`src/rtl/imem_port_arbiter.sv`:
```
// Shares the single instr_mem read port between I-cache line refills (bursts) and CPU data loads.
// Alternating priority when both ask; a granted burst always runs to completion.
module imem_port_arbiter #(
  parameter int ADDR_WIDTH = 32,
  parameter int DATA_WIDTH = 32,
  parameter int MAX_BURST  = 16
) (
  input  logic                  clk,
  input  logic                  rst,
  input  logic                  cache_mem_req,
  input  logic [ADDR_WIDTH-1:0] cache_mem_addr,
  input  logic [3:0]            cache_mem_burst_len,
  output logic                  cache_mem_ready,
  output logic [DATA_WIDTH-1:0] cache_mem_data,
  output logic                  cache_mem_valid,
  output logic                  cache_mem_last,
  input  logic                  data_req,
  input  logic [ADDR_WIDTH-1:0] data_addr,
  output logic [DATA_WIDTH-1:0] data_rdata,
  output logic                  data_ack,
  output logic                  data_stall,
  output logic [ADDR_WIDTH-1:0] mem_addr,
  input  logic [DATA_WIDTH-1:0] mem_data
);

  typedef enum logic [1:0] {S_IDLE, S_BURST, S_DATA} state_t;

  localparam logic [ADDR_WIDTH-1:0] WORD_MASK = ~ADDR_WIDTH'(3);

  state_t                state_q, state_d;
  logic                  last_grant_q, last_grant_d;  // 1: burst was granted last
  logic [3:0]            beat_cnt_q, beat_cnt_d;
  logic [3:0]            len_q, len_d;
  logic [ADDR_WIDTH-1:0] base_q, base_d;
  logic                  ready_q, ready_d;
  logic                  cvalid_q, cvalid_d;
  logic                  clast_q, clast_d;
  logic [DATA_WIDTH-1:0] cdata_q, cdata_d;
  logic [DATA_WIDTH-1:0] rdata_q, rdata_d;
  logic                  ack_q, ack_d;
  logic                  data_go;

  // A load being acked this cycle still has data_req high; it must not be regranted.
  assign data_go = data_req & ~ack_q;

  always_comb begin
    state_d      = state_q;
    last_grant_d = last_grant_q;
    beat_cnt_d   = beat_cnt_q;
    len_d        = len_q;
    base_d       = base_q;
    ready_d      = 1'b0;
    cvalid_d     = 1'b0;
    clast_d      = 1'b0;
    cdata_d      = cdata_q;
    rdata_d      = rdata_q;
    ack_d        = 1'b0;
    case (state_q)
      S_IDLE: begin
        if (cache_mem_req && (!data_go || !last_grant_q)) begin
          state_d      = S_BURST;
          last_grant_d = 1'b1;
          ready_d      = 1'b1;
          base_d       = cache_mem_addr & WORD_MASK;
          beat_cnt_d   = 4'd0;
          if ({1'b0, cache_mem_burst_len} >= 5'(MAX_BURST))
            len_d = 4'(MAX_BURST - 1);
          else
            len_d = cache_mem_burst_len;
        end else if (data_go) begin
          state_d      = S_DATA;
          last_grant_d = 1'b0;
        end
      end
      S_BURST: begin
        cdata_d  = mem_data;
        cvalid_d = 1'b1;
        if (beat_cnt_q == len_q) begin
          clast_d = 1'b1;
          state_d = S_IDLE;
        end else begin
          beat_cnt_d = beat_cnt_q + 4'd1;
        end
      end
      S_DATA: begin
        rdata_d = mem_data;
        ack_d   = 1'b1;
        state_d = S_IDLE;
      end
      default: state_d = S_IDLE;
    endcase
  end

  always_ff @(posedge clk or posedge rst) begin
    if (rst) begin
      state_q      <= S_IDLE;
      last_grant_q <= 1'b0;
      beat_cnt_q   <= '0;
      len_q        <= '0;
      base_q       <= '0;
      ready_q      <= 1'b0;
      cvalid_q     <= 1'b0;
      clast_q      <= 1'b0;
      cdata_q      <= '0;
      rdata_q      <= '0;
      ack_q        <= 1'b0;
    end else begin
      state_q      <= state_d;
      last_grant_q <= last_grant_d;
      beat_cnt_q   <= beat_cnt_d;
      len_q        <= len_d;
      base_q       <= base_d;
      ready_q      <= ready_d;
      cvalid_q     <= cvalid_d;
      clast_q      <= clast_d;
      cdata_q      <= cdata_d;
      rdata_q      <= rdata_d;
      ack_q        <= ack_d;
    end
  end

  // Burst addresses wrap at 32 bits; callers are expected to send line-aligned bases.
  always_comb begin
    mem_addr = '0;
    if (!rst) begin
      if (state_q == S_BURST)
        mem_addr = base_q + {{(ADDR_WIDTH-6){1'b0}}, beat_cnt_q, 2'b00};
      else
        mem_addr = data_addr & WORD_MASK;
    end
  end

  assign cache_mem_ready = ready_q;
  assign cache_mem_valid = cvalid_q;
  assign cache_mem_last  = clast_q;
  assign cache_mem_data  = cdata_q;
  assign data_rdata      = rdata_q;
  assign data_ack        = ack_q;
  assign data_stall      = ~rst & data_req & ~ack_q;

endmodule
```
`config.mk`:
```
export PLATFORM = sky130hd
export DESIGN_NAME = imem_port_arbiter
export DESIGN_NICKNAME = d
export VERILOG_FILES = /design/src/rtl/imem_port_arbiter.sv
export SDC_FILE = /design/constraint.sdc
export NUM_CORES = 1
export LEC_CHECK = 0
export CAP_MARGIN = 30
export CORE_UTILIZATION = 45
export DETAILED_ROUTE_END_ITERATION = 6
export HOLD_SLACK_MARGIN = 0.06
export PLACE_DENSITY = 0.77
export SLEW_MARGIN = 20
export SYNTH_ARGS = -nofsm -noshare
export SYNTH_HDL_FRONTEND = slang
export SYNTH_SLANG_ARGS = --single-unit
```
`constraint.sdc`:
```
create_clock -name clk -period 6.78 [get_ports clk]
set_input_delay 1.017 -clock clk [delete_from_list [all_inputs] [get_ports clk]]
set_output_delay 1.017 -clock clk [all_outputs]
set_load 0.02 [all_outputs]
```
# Word level (Yosys, flattened, before mapping)
# Cells that the tools add are included.
# W data, S select, Z words.
[totals] ff_bits=109 output_inout_bits=101
[classes] add_sub_neg=2 n_eq_ne=7 n_mux=17 n_bitwise=5 n_reduce_logical=11
[op_table] cell="$mux W32" n=2
[op_table] cell="$add A32 B6 Y32" n=1
[op_table] cell="$mux W1" n=8
[op_table] cell="$mux W4" n=2
[op_table] cell="$pmux W4 S2" n=1
[op_table] cell="$mux W2" n=3
[op_table] cell="$ne A2 B2 Y1 const B" n=3
[op_table] cell="$reduce_and A2 Y1" n=3
[op_table] cell="$add A4 B1 Y4 const B" n=1
[op_table] cell="$eq A4 B4 Y1" n=1
[op_table] cell="$pmux W2 S2" n=1
[op_table] cell="$reduce_bool A2 Y1" n=2
[op_table] cell="$and A1 B1 Y1" n=3
[op_table] cell="$ne A3 B3 Y1 const B" n=1
[op_table] cell="$reduce_and A3 Y1" n=1
[op_table] cell="$eq A2 B1 Y1 const B" n=1
[op_table] cell="$eq A2 B2 Y1 const B" n=1
[op_table] cell="$logic_not A1 Y1" n=2
[op_table] cell="$logic_not A2 Y1" n=1
[op_table] cell="$not A1 Y1" n=2
[op_table] cell="$logic_and A1 B1 Y1" n=1
[op_table] cell="$logic_or A1 B1 Y1" n=1

# Logic depth before layout (Yosys ltp)
# Gate-level depths: netlist of the first run.
[depth] ltp_word=7 depth_mapped=8 ltp_nobuf=6

# Worst setup path after synthesis of the first run
# OpenSTA, ideal clock, no wires.
[synth_timing] path_kind="input to output" from="in rst" to="out mem_addr[16]" arrival_time_ps=5405 required_ps=5763 slack_ps=358 cell_stages=4 path_buffers=1 path_cell_list="inv_1 clkbuf_1 o21ai_0 a31oi_1"
[synth_between] elab_chain_len=1
[synth_lines] item="from (decl)" line="9" text="input logic rst,"
[synth_lines] item="$mux W32" line="125" text="if (!rst) begin"
[synth_lines] item="to (decl)" line="22" text="output logic [ADDR_WIDTH-1:0] mem_addr,"
# No other way between the ends.

# Worst setup path after layout of the first run
[layout_timing] from="in rst" to="out mem_addr[23]"
# Same word-level chain as after synthesis.

==> results of run 1 <==
## logic make-up after synthesis
family,Yosys count
XOR/XNOR,11
other,1
buffers and inverters,45
AND/OR/NAND/NOR,228
multiplexers,68
flip-flops,109
adder cells (fa/ha/maj),6
AO/OA/AOI/OAI,74
## state kept, by name, indices dropped and copies added (netlist names), 2 cells and up
register and count:
beat_cnt_q 4, base_q 30, data_rdata 32, len_q 4
cache_mem_data 32, state_q 2
## through the flow
| step | instance area [µm²] | hold WS [ns] | setup WS (ns) |
|---|---|---|---|
| floorplan | 5430 | 0.4788 | 0.3578 |
| detailed placement | 7501 | 0.4616 | 1.903 |
| finish | 7849 | 0.4757 | 1.913 |
| global route | 7849 | 0.5019 | 1.752 |
| CTS | 7806 | 0.4804 | 1.899 |
| global placement | 7473 | 0.4568 | 1.623 |
## tightest hold or removal path: stages (launching register included)
cell and delay, ns:
dfrtp_1 0.34, nand2_1 0.05, nand2_1 0.06
## routing by layer
metal	vias to the layer above	wire length [µm]	part of all wire (%)	GRT usage [%]
met5	-	0	0	0
met4	0	233	1.5	8.378
met3	18	1169	7.6	8.274
met2	175	7721	50	43.06
met1	2346	6340	41	30.51
li1	2268	-	-	-
## worst max path at each step
stage                              end  slack, ns  from
after detailed placement  mem_addr[23]       1.90   rst
final                     mem_addr[23]       1.91   rst
after floorplan           mem_addr[16]       0.36   rst
after global placement    mem_addr[23]       1.62   rst
after CTS                 mem_addr[23]       1.90   rst
after global routing      mem_addr[31]       1.75   rst
## cell type report
class	count	area share (%)
Clock inverter	7	1.020
Sequential cell	109	34.75
Multi-Input combinational cell	389	32.33
Timing Repair Buffer	204	26.43
Tap cell	143	2.280
Clock buffer	9	2.869
Inverter	6	0.3188
## cell usage after synthesis (all sizes together), types with 2 or more instances
library cell | count | area (µm²)
a211oi | 5 | 42.54
a21oi | 10 | 50.05
a311oi | 4 | 35.03
a31oi | 5 | 31.28
a32oi | 3 | 26.28
and2 | 3 | 18.77
and3 | 7 | 43.79
and4 | 5 | 43.79
buf | 11 | 51.30
clkbuf | 28 | 106.4
dfrtp | 109 | 2728
ha | 5 | 62.56
inv | 6 | 22.52
mux2 | 66 | 743.2
mux2i | 2 | 20.02
nand2 | 123 | 461.7
nand3 | 20 | 100.1
nand3b | 2 | 15.01
nand4 | 11 | 75.07
nor2 | 19 | 71.32
nor3 | 7 | 35.03
nor3b | 2 | 15.01
nor4 | 4 | 25.02
o211a | 3 | 30.03
o21ai | 27 | 135.1
o31ai | 5 | 37.54
o41ai | 3 | 26.28
or3 | 7 | 43.79
or4 | 13 | 97.59
xnor2 | 11 | 96.34
## power by group
part | total [mW] | internal, mW | switching, mW
sequential | 1.24 | 0.974 | 0.266
clock | 0.541 | 0.293 | 0.249
combinational | 2.04 | 0.958 | 1.08
total | 3.82 | 2.23 | 1.59
==> impl_metrics.ini, run 1 <==
[outcome]
outcome = complete, but fails checks
failed_checks = design-rule violations

[routing]
via_count = 4807
vias_per_cell = 5.544
ant_nets = 0
drc = 11
wl_per_cell_um = 17.84
drt_iter0_drc = 400
drt-pass1-iter-count = 7
wl_um = 15470

[sta]
setup_viol = 0
slew_violations = 0
fmax_mhz = 205.5
maxSlewHeadroom_pct = 50.59
grt_setup_unrepaired = no
fin_crit_ns = 4.867
min_period_over_period_pct = 71.78
hold_viol = 0
skew_ns = 0.006085
fin_tns_setup_ns = 0
worst_slew_pin_slew_ns = 0.7388

[worst_hold_path]
min_to = cache_mem_data[19]
hold_path_startpoint = cache_mem_data[19]
holdPathStages = 2
hp-class = reg2reg

[critical_path]
worstSetupStartpointType = input pin
slowest_delay_ns = 0.95
reg2reg_to = cache_mem_data[16]
path_buf_inv = 3
crit_required_ns = 5.76
crit_slowest_cell = clkdlybuf4s50_1
r2r_slack_ns = 4.48
arrival_ns = 3.85
r2r-start = state_q[1]
path_max_fanout = 35
crit_family = buffers and inverters
crit_path_cell_trace = clkdlybuf4s50_1, inv_4, and3_1, a32o_1, or3b_2, clkdlybuf4s50_1
path_common_cell = clkdlybuf4s50_1
criticalPathCategory = in2out
cp.depth = 6
ff2ff_path_depth = 6
end_kind = primary output

[run]
maxCapViolCount = 0

[synth]
synth-seq-cells = 109
synth_edf_count = 0
async_flop_share_pct = 100.0
seq_area_frac_synth_pct = 50.27
synth_compound_area_share_pct = 9.039
syn_avg_cell_area_um2 = 10.01
netlist_area_mm2 = 0.005426
synth_xor_area_share_pct = 1.775
synth_top_family_by_area = simple AND/OR/NAND/NOR gates
yosys_warnings = 0
synthMuxAreaShare_pct = 14.07
synthAdderAreaFrac_pct = 1.522
synth_cell_types = 53
netlist_instances = 542
yosys.area_share.simple_pct = 19.94
ys.flop_type = dfrtp_1

[floorplanning]
dieArea_mm2 = 0.01250
die_h_um = 111.8
rows = 39
core_area_mm2 = 0.01156
initial_utilization_pct = 46.92
ioPinCount = 205
die_width_um = 111.8

[final_layout]
antenna_cells = 0
mostFrequentLayoutCell = clkdlybuf4s50_1
area_growth_pct = 44.64
fin_nets = 829
multi_input_area_mm2 = 0.002537
fill_cells = 930
drive_above_1_share_pct = 13.26
layout.cells.non_filler = 867
final_cell_mix = clkdlybuf4s50_1, nand2_1, dfrtp_1
utilization_pct = 67.87
seqCellArea_mm2 = 0.002728

[clock_tree]
cts_hold_buf = 0
cts_resized = 0
cts_made_buffers = 9
cts.clk_slew.worst_paths_ns = 0.08
cts_htree_levels = 3
cts-root-buf = clkbuf_16
clock_latency_ns = 0.35
cts_tree = done
cts_setup_buffers = 0
clkSinkCount = 109
clockBufferDepth = 2

[global_routing]
grt_pass1_vias = 4876
track_usage_pct = 25.42
grt_pass1_wl_um = 24870
gr-total-overflow = 0
grt_antenna_before_repair = 0
grt_max_degree = 60

[place]
port_buffers = 198
dpl.hpwl_um = 10940
gp_congestion = 0.8369
dp_cells = 849

[pwr]
ir_worst_vdd_uv = 309.6
p_per_area_mw_per_mm2 = 486.3
power_mw = 3.817
p_leak_nw = 3.306
Power figures use the tool's default switching activity.
==> inputs of run 2 (changes only) <==
- clock period: 6.78 -> 4.9 ns (I/O delays scaled with it)
==> run 2 against run 1 <==
The flow still finishes with violations (design-rule violations). Clock skew is essentially flat. Combinational power grew 40%. Non-clock buffer count grew 2. Power grew 39%. Routed wire length shrank 1.3%. Utilization grew 0.12 points. Clock power grew 35%. Worst setup slack lost 1.4 ns. Sequential share of layout area shrank 0.061 points. Global-route usage shrank 0.77 points. Die area is the same. Critical endpoint is now mem_addr[20]. Largest cell class unchanged. Largest power group unchanged.
==> impl_metrics.ini, run 2 (synthesis gave the netlist of run 1 again) <==
[critical_path]
crit_path_cell_trace = ha_1, fa_1, a211oi_2, or2_1, o31ai_1, a311oi_1, clkdlybuf4s50_1
path_max_fanout = 17
startpoint = beat_cnt_q[0]
r2r-start = state_q[0]
ff2ff_path_depth = 4
crit_end = mem_addr[20]
crit_slowest_cell = clkdlybuf4s50_1
criticalPathCategory = reg2out
r2r_slack_ns = 3.01
crit_required_ns = 4.16
slowest_delay_ns = 0.67
reg2reg_to = base_q[18]
worstSetupStartpointType = flip-flop
arrival_ns = 3.63
end_kind = primary output

[place]
port_buffers = 198
dpl.hpwl_um = 11060
pre_cts_ws_ns = 0.7746
placed_cell_area_mm2 = 0.007536
gp_congestion = 0.8295
dp_cells = 852

[sta]
maxSlewHeadroom_pct = 51.29
fmax_mhz = 229.0
fin_crit_ns = 4.367
finalWorstSetupSlack_ns = 0.5333
min_period_over_period_pct = 89.12
hold_viol = 0
grt_setup_unrepaired = no
slew_violations = 0
fin_tns_setup_ns = 0
worst_slew_pin_slew_ns = 0.7284
setup_viol = 0
skew_ns = 0.005771

[floorplanning]
die_width_um = 111.8
ioPinCount = 205
initial_utilization_pct = 46.92
dieArea_mm2 = 0.01250
core_area_mm2 = 0.01156
die_h_um = 111.8
rows = 39

[final_layout]
antenna_cells = 0
mostFrequentLayoutCell = clkdlybuf4s50_1
final_cell_mix = clkdlybuf4s50_1, nand2_1, dfrtp_1
fin_nets = 831
layout.cells.non_filler = 869
design_area_mm2 = 0.007863
area_growth_pct = 44.89
drive_above_1_share_pct = 13.50

[routing]
ant_nets = 0
via_count = 4869
drt_iter0_drc = 442
wl_um = 15270
vias_per_cell = 5.603
drc = 11
wl_per_cell_um = 17.57
drt-pass1-iter-count = 7

[clock_tree]
cts_setup_buffers = 0
clock_latency_ns = 0.35
cts_hold_buf = 0
cts_resized = 0
cts.clk_slew.worst_paths_ns = 0.07
cts_htree_levels = 3
cts-root-buf = clkbuf_16
cts_tree = done
clockBufferDepth = 2
clkSinkCount = 109
cts_made_buffers = 9

[pwr]
p_per_area_mw_per_mm2 = 672.6
power_mw = 5.288
ir_worst_vdd_uv = 377.1
p_leak_nw = 3.312

[global_routing]
grt_pass1_wl_um = 24310
grt_antenna_before_repair = 0
gr-total-overflow = 0
grt_max_degree = 58
track_usage_pct = 24.65
grt_pass1_vias = 4896

[outcome]
outcome = complete, but fails checks
failed_checks = design-rule violations

[worst_hold_path]
hp-class = reg2reg

[run]
maxCapViolCount = 0
[run 2: cell count changes in the layout (fill, tap and decap cells not counted)]
cell / before / now
clkinv_2: 2 / 0
inv_8: 2 / 0
buf_8: 1 / 0
buf_12: 0 / 2
clkbuf_8: 0 / 4
bufinv_16: 1 / 0
buf_16: 2 / 1
clkinv_4: 1 / 2
buf_4: 3 / 5
[run 2: how the worst min path moves through the flow]
stage | start | endpoint | slack, ns | cells past startpoint
floorplan | last_grant_q | last_grant_q | 0.48 | 1
global placement | cache_mem_data[9] | cache_mem_data[9] | 0.46 | 2
detailed placement | cache_mem_data[20] | cache_mem_data[20] | 0.46 | 2
CTS | cache_mem_data[18] | cache_mem_data[18] | 0.48 | 2
global route | cache_mem_data[18] | cache_mem_data[18] | 0.49 | 2
finish | cache_mem_data[8] | cache_mem_data[8] | 0.47 | 2
[run 2: through the flow]
step           utilization, %  hold WS [ns]
3_3_place_gp            64.75        0.4563
2_1_floorplan               -        0.4788
5_1_grt                 67.99        0.4869
3_5_place_dp            65.16        0.4612
4_1_cts                 67.81        0.4784
6_report                67.99        0.4744
[run 2: layout make-up]
cell class | instances | area, µm²
Tap cell | 143 | 178.9
Clock buffer | 13 | 280.3
Inverter | 6 | 25.02
Fill cell | 918 | 3702
Clock inverter | 3 | 26.28
Timing Repair Buffer | 206 | 2087
Multi-Input combinational cell | 389 | 2537
Sequential cell | 109 | 2728
[run 2: layer usage]
layer / up-vias / GRT usage (%) / wire length [µm]
li1: 2282 / - / -
met3: 26 / 5.879 / 1160
met5: - / 0 / 0
met4: 0 / 11.98 / 425
met2: 180 / 42.44 / 7620
met1: 2381 / 28.86 / 6060
[run 2: critical path: cells and delay by family (launching register included)]
family                   cells  cell delay (ns)
AO/OA/AOI/OAI                3             0.91
AND/OR/NAND/NOR              1             0.52
flip-flops                   1             0.45
buffers and inverters        1             0.67
adder cells (fa/ha/maj)      2             0.72
[run 2: power breakdown]
part,switching (mW),internal [mW]
Combinational,1.50,1.35
Clock,0.329,0.405
Sequential,0.358,1.35
